$ cat src/rtl/snn_pkg.sv
// Shared definitions for the spiking front-end stages.
// Contents: encoder state enum, LFSR width/taps/default seed and the
// one-step LFSR update function used by lfsr16 (and by any later
// stochastic stage that needs the same sequence).
package snn_pkg;

    typedef enum logic [1:0] {
        IDLE,
        RUN,
        DONE
    } enc_state_t;

    localparam int unsigned LFSR_W = 16;

    // Fibonacci taps for x^16 + x^14 + x^13 + x^11 + 1 (bit positions 15, 13, 12, 10).
    localparam int unsigned LFSR_TAP_A = 15;
    localparam int unsigned LFSR_TAP_B = 13;
    localparam int unsigned LFSR_TAP_C = 12;
    localparam int unsigned LFSR_TAP_D = 10;

    localparam logic [LFSR_W-1:0] LFSR_DEFAULT_SEED = 16'hACE1;

    function automatic logic [LFSR_W-1:0] lfsr_next(input logic [LFSR_W-1:0] cur);
        return {cur[LFSR_W-2:0],
                cur[LFSR_TAP_A] ^ cur[LFSR_TAP_B] ^ cur[LFSR_TAP_C] ^ cur[LFSR_TAP_D]};
    endfunction

endpackage

$ cat src/rtl/lfsr16.sv
// 16-bit Fibonacci LFSR that advances only when asked.
// Ports:
//   clk   in   system clock, rising edge
//   rst   in   synchronous active-high reset, loads the seed
//   step  in   advance one position on this edge
//   state out  current LFSR contents (never zero)
// A zero SEED would lock the register at zero, so it is replaced by 1.
module lfsr16
    import snn_pkg::*;
#(
    parameter logic [LFSR_W-1:0] SEED = LFSR_DEFAULT_SEED
) (
    input  logic              clk,
    input  logic              rst,
    input  logic              step,
    output logic [LFSR_W-1:0] state
);

    localparam logic [LFSR_W-1:0] INIT = (SEED == '0) ? LFSR_W'(1) : SEED;

    always_ff @(posedge clk) begin
        if (rst) begin
            state <= INIT;
        end else if (step) begin
            state <= lfsr_next(state);
        end
    end

endmodule

$ cat src/rtl/spike_rate_encoder.sv
// Rate-codes one intensity sample into WINDOW stochastic spike bits.
// Each bit is 1 with probability intensity / 2^DATA_W, decided by comparing
// the low DATA_W bits of a free-running LFSR against the latched sample.
// Ports:
//   clk, rst     clock and synchronous active-high reset
//   pix_valid    sample available
//   pix_ready    encoder idle and able to accept (combinational from state)
//   pix_data     unsigned intensity
//   out_bit      spike bit for the neuron stage
//   out_valid    out_bit belongs to the current window
//   busy         encoder is not idle (combinational from state)
//   done         one-cycle pulse after the last bit of a window
//   spike_count  number of ones in the last completed window
module spike_rate_encoder
    import snn_pkg::*;
#(
    parameter int unsigned       DATA_W    = 8,
    parameter int unsigned       WINDOW    = 16,
    parameter logic [LFSR_W-1:0] LFSR_SEED = LFSR_DEFAULT_SEED
) (
    input  logic                         clk,
    input  logic                         rst,
    input  logic                         pix_valid,
    output logic                         pix_ready,
    input  logic [DATA_W-1:0]            pix_data,
    output logic                         out_bit,
    output logic                         out_valid,
    output logic                         busy,
    output logic                         done,
    output logic [$clog2(WINDOW+1)-1:0]  spike_count
);

    localparam int unsigned       CNT_W    = $clog2(WINDOW + 1);
    localparam logic [CNT_W-1:0]  WIN_END  = CNT_W'(WINDOW);
    localparam logic [DATA_W-1:0] INT_MAX  = '1;
    // Selects the low DATA_W bits of the LFSR as the random operand.
    localparam logic [LFSR_W-1:0] RND_MASK = LFSR_W'((32'd1 << DATA_W) - 32'd1);

    enc_state_t        state;
    logic [DATA_W-1:0] intensity;
    logic [CNT_W-1:0]  bit_idx;
    logic [CNT_W-1:0]  run_count;
    logic [LFSR_W-1:0] lfsr;

    logic              accept;
    logic              emit;
    logic              lfsr_step;
    logic [DATA_W-1:0] cur_int;
    logic              next_bit;

    assign pix_ready = (state == IDLE);
    assign busy      = (state != IDLE);
    assign accept    = pix_valid && pix_ready;
    assign emit      = (state == RUN) && (bit_idx < WIN_END);
    assign lfsr_step = accept || emit;

    // Bit 0 is decided from the incoming sample on the accept edge itself.
    assign cur_int  = accept ? pix_data : intensity;
    assign next_bit = (cur_int == INT_MAX) || ((lfsr & RND_MASK) < LFSR_W'(cur_int));

    lfsr16 #(
        .SEED (LFSR_SEED)
    ) u_lfsr (
        .clk   (clk),
        .rst   (rst),
        .step  (lfsr_step),
        .state (lfsr)
    );

    always_ff @(posedge clk) begin
        if (rst) begin
            state       <= IDLE;
            intensity   <= '0;
            bit_idx     <= '0;
            run_count   <= '0;
            spike_count <= '0;
            out_bit     <= 1'b0;
            out_valid   <= 1'b0;
            done        <= 1'b0;
        end else begin
            unique case (state)
                IDLE: begin
                    if (accept) begin
                        state     <= RUN;
                        intensity <= pix_data;
                        out_bit   <= next_bit;
                        out_valid <= 1'b1;
                        bit_idx   <= CNT_W'(1);
                        run_count <= CNT_W'(next_bit);
                    end
                end
                RUN: begin
                    if (emit) begin
                        out_bit   <= next_bit;
                        bit_idx   <= bit_idx + CNT_W'(1);
                        run_count <= run_count + CNT_W'(next_bit);
                    end else begin
                        // All WINDOW bits have been shown; close the window.
                        state       <= DONE;
                        out_bit     <= 1'b0;
                        out_valid   <= 1'b0;
                        done        <= 1'b1;
                        spike_count <= run_count;
                    end
                end
                DONE: begin
                    done  <= 1'b0;
                    state <= IDLE;
                end
                default: begin
                    state <= IDLE;
                end
            endcase
        end
    end

endmodule

$ cat config.mk
export PLATFORM = sky130hd
export DESIGN_NAME = spike_rate_encoder
export DESIGN_NICKNAME = d
export VERILOG_FILES = /design/src/rtl/snn_pkg.sv /design/src/rtl/lfsr16.sv /design/src/rtl/spike_rate_encoder.sv
export SDC_FILE = /design/constraint.sdc
export NUM_CORES = 1
export LEC_CHECK = 0
export CAP_MARGIN = 10
export CORE_UTILIZATION = 45
export CTS_BUF_LIST = sky130_fd_sc_hd__clkbuf_8 sky130_fd_sc_hd__clkbuf_16
export CTS_CLUSTER_SIZE = 20
export DETAILED_ROUTE_END_ITERATION = 10
export HOLD_SLACK_MARGIN = 0.03
export PLACE_DENSITY = 0.66
export SYNTH_ARGS = -nofsm -noshare
export SYNTH_HDL_FRONTEND = slang
export SYNTH_HIERARCHICAL = 1
export SYNTH_SLANG_ARGS = --single-unit
$ cat constraint.sdc
create_clock -name clk -period 4.4 [get_ports clk]
set_input_delay 1.1 -clock clk [delete_from_list [all_inputs] [get_ports clk]]
set_output_delay 1.1 -clock clk [all_outputs]
set_load 0.02 [all_outputs]
==> impl_metrics.toml <==
[grt]
top_usage_layer = "met2"
grt_use_met1_pct = 21.44
grt_max_degree = 22
use_met2_pct = 31.86
grt_pass1_wl_mm = 6.265
gr-usage-all-layers_pct = 18.16
overflow = 0
grt_pass1_vias = 1436
use_met3_pct = 4.667
antenna_found_initial = 0

[setup_path]
path_class = "input port to flop"
cp_cell_sequence = "clkdlybuf4s50_1, nor3b_4, buf_4, mux2i_1, ha_1, o221ai_1, a22o_1, a21oi_1, inv_1, ha_1, ha_1, nand4_1, xor2_1, nor2_1"
crit_path_top_delay_cell = "clkdlybuf4s50_1"
cp_top_family = "buffers and inverters"
end_kind = "flop"
crit_arrival_ns = 4.07
start_kind = "input port"
worstPathRequired_ns = 4.59
crit_buf_inv = 3
crit_fanout = 11
slowest_delay_ns = 0.54
crit_top_cell = "ha_1"

[routing]
firstDrtPassIters = 4
drtAntennaViolNets = 0
avgRoutedWirePerCell_microns = 13.45
avgViaCountPerCell = 5.230
drt-total-wl_mm = 3.805
vias = 1480
drc = 0
drt_first_iter_violations = 45

[layout]
drive_above_1_share_pct = 8.584
area_growth_pct = 15.94
design_area_sq_um = 2302
final_cell_count_no_fill = 283
diodes = 0
finalNetCount = 252

[synthesis]
synth-edff-count = 0
netlist.area_leader.share_pct = 44.36
synth-main-ff-cell = "dfxtp_1"
synth-seq-area-share_pct = 44.36
yosys_warnings = 6
netlist_instances = 212
avgSynthCellArea_sq_um = 9.366
netlist_top_cells_area = "dfxtp_1 44%, mux2i_1 11%, nor2_1 6.6%, ha_1 5.7%, a21oi_1 3.8%"
synth_area_sq_um = 1986
syn-num-nets = 232
synth_top_area_cell = "dfxtp_1"
yosysUniqueCellTypes = 35
synth_common_cells = "44 x dfxtp_1, 35 x nor2_1, 22 x mux2i_1"
yosysMostFrequentCell = "dfxtp_1"
synthArstFlopShare_pct = 0
ys_ff_latch = 44

[die]
die_y_microns = 68.43
initial_core_util_pct = 48.25
ioPinCount = 21
rows = 23
design.core.area_sq_um = 4115
dieArea_sq_um = 4682
fp.dieW_microns = 68.43

[clock_network]
cts.clk_slew.worst_paths_ns = 0.08
cts_hold_buf = 0
root_buffer = "clkbuf_8"
tritoncts = "yes"
cts_setup_buffers = 0
htree_levels = 2
cts_buffers = 5
cts_sinks = 44
ctsResizeCount = 0
cts_buffer_depth = 2
clkLatencyLatePin_ns = 0.29

[sta]
min_period_over_period_pct = 88.12
fin_worst_skew_ns = 0.008275
maxSlewHeadroom_pct = 44.22
finalSetupTns_ns = 0
setup_violations = 0
tightest_slew_ns = 0.8341
layout_min_cycle_time_ns = 3.877
rsz0062_at_grt = "no"
max_freq_mhz = 257.9
slew_viol_final = 0
finalHoldViolCount = 0

[pwr]
power.density_nw_per_um2 = 373.9
leakage_uw = 0.0009434
ir_drop_mv = 0.2014

[place]
place_congestion = 0.7976
placed_cell_area_sq_um = 2210
dp_cells = 275
port_buffers = 20
dpl.hpwl_mm = 2.719

[job]
cap_violations = 0

[worst_hold_path]
hold_path_class = "flop to flop"

[status]
status = "finished clean"
==> metrics by stage <==
step / hold slack, ns / total power (uW) / worst slack, ns / utilization (%)
after floorplan: 0.4413 / 568.7 / 0.7909 / -
after global placement: 0.4446 / 608.4 / 0.2601 / 53.69
after detailed placement: 0.4509 / 611.3 / 0.2111 / 53.69
after CTS: 0.4649 / 870.7 / 0.4850 / 55.94
after global routing: 0.4888 / 909.2 / 0.2784 / 55.94
final: 0.4605 / 860.9 / 0.5229 / 55.94
==> cells in the final DEF, fill, tap and decap left out, types with 5 or more instances in the layout <==
cell             synthesis  layout
dfxtp_1                 44      44
nor2_1                  35      35
mux2i_1                 22      22
clkdlybuf4s50_1          0      20
nand2_1                 17      17
a21oi_1                 15      14
ha_1                     9       9
nand3_1                  7       7
nand4_1                  7       7
inv_1                    6       6
clkbuf_8                 0       6
o21ai_0                  5       5
xor2_1                   5       5
buf_4                    0       5
==> metal layers <==
| layer | vias up | wire length (microns) | share of wire, % |
|---|---|---|---|
| li1 | 771 | - | - |
| met1 | 685 | 1777 | 47 |
| met2 | 19 | 1878 | 49 |
| met3 | 5 | 109 | 2.9 |
| met4 | 0 | 39 | 1.0 |
| met5 | - | 0 | 0 |
==> where the power goes <==
| part | switching, uW | total (uW) | internal (uW) |
|---|---|---|---|
| Combinational | 77.0 | 156 | 79.0 |
| Clock | 133 | 259 | 125 |
| Sequential | 22.1 | 446 | 424 |
| Total | 233 | 861 | 628 |
==> state kept, by name, indices dropped and copies added (netlist names) <==
register / flops
state: 2
out_valid: 1
intensity: 8
spike_count: 5
bit_idx: 5
done: 1
run_count: 5
out_bit: 1
u_lfsr/state: 16
==> path summary, 6_finish.rpt <==
path              cells past startpoint             end            from  slack, ns
setup / recovery                     14    run_count[4]       pix_valid       0.52
hold / removal                        2  spike_count[3]  spike_count[3]       0.46
setup reg to reg                     13    run_count[4]        state[1]       1.43
hold reg to reg                       2  spike_count[3]  spike_count[3]       0.46
==> cell families (layout without fill, tap and decap cells) <==
family          after synthesis  after routing  synth area share, %
buf+inv                      18             39                5.167
mux                          23             23                11.66
xor+xnor                     10             10                5.167
flops                        44             44                44.36
simple gates                 76             76                17.71
fa+ha+maj                     9              9                5.671
compound gates               32             32                10.27
==> worst min-delay path, delay by kind of cell, from the launching register on <==
kind            cells  cell delay (ns)
compound gates      1             0.05
simple gates        1             0.05
flops               1             0.32
==> area by class of cell <==
class | instances | area [sq um]
clock buffer | 6 | 82.58
clock inverter | 2 | 10.01
fill | 383 | 1813
inverter | 6 | 22.52
multi-input combinational | 150 | 1006
sequential | 44 | 880.8
tap | 50 | 62.56
timing repair buffer | 25 | 237.7
(Power assumes the default switching activity.)
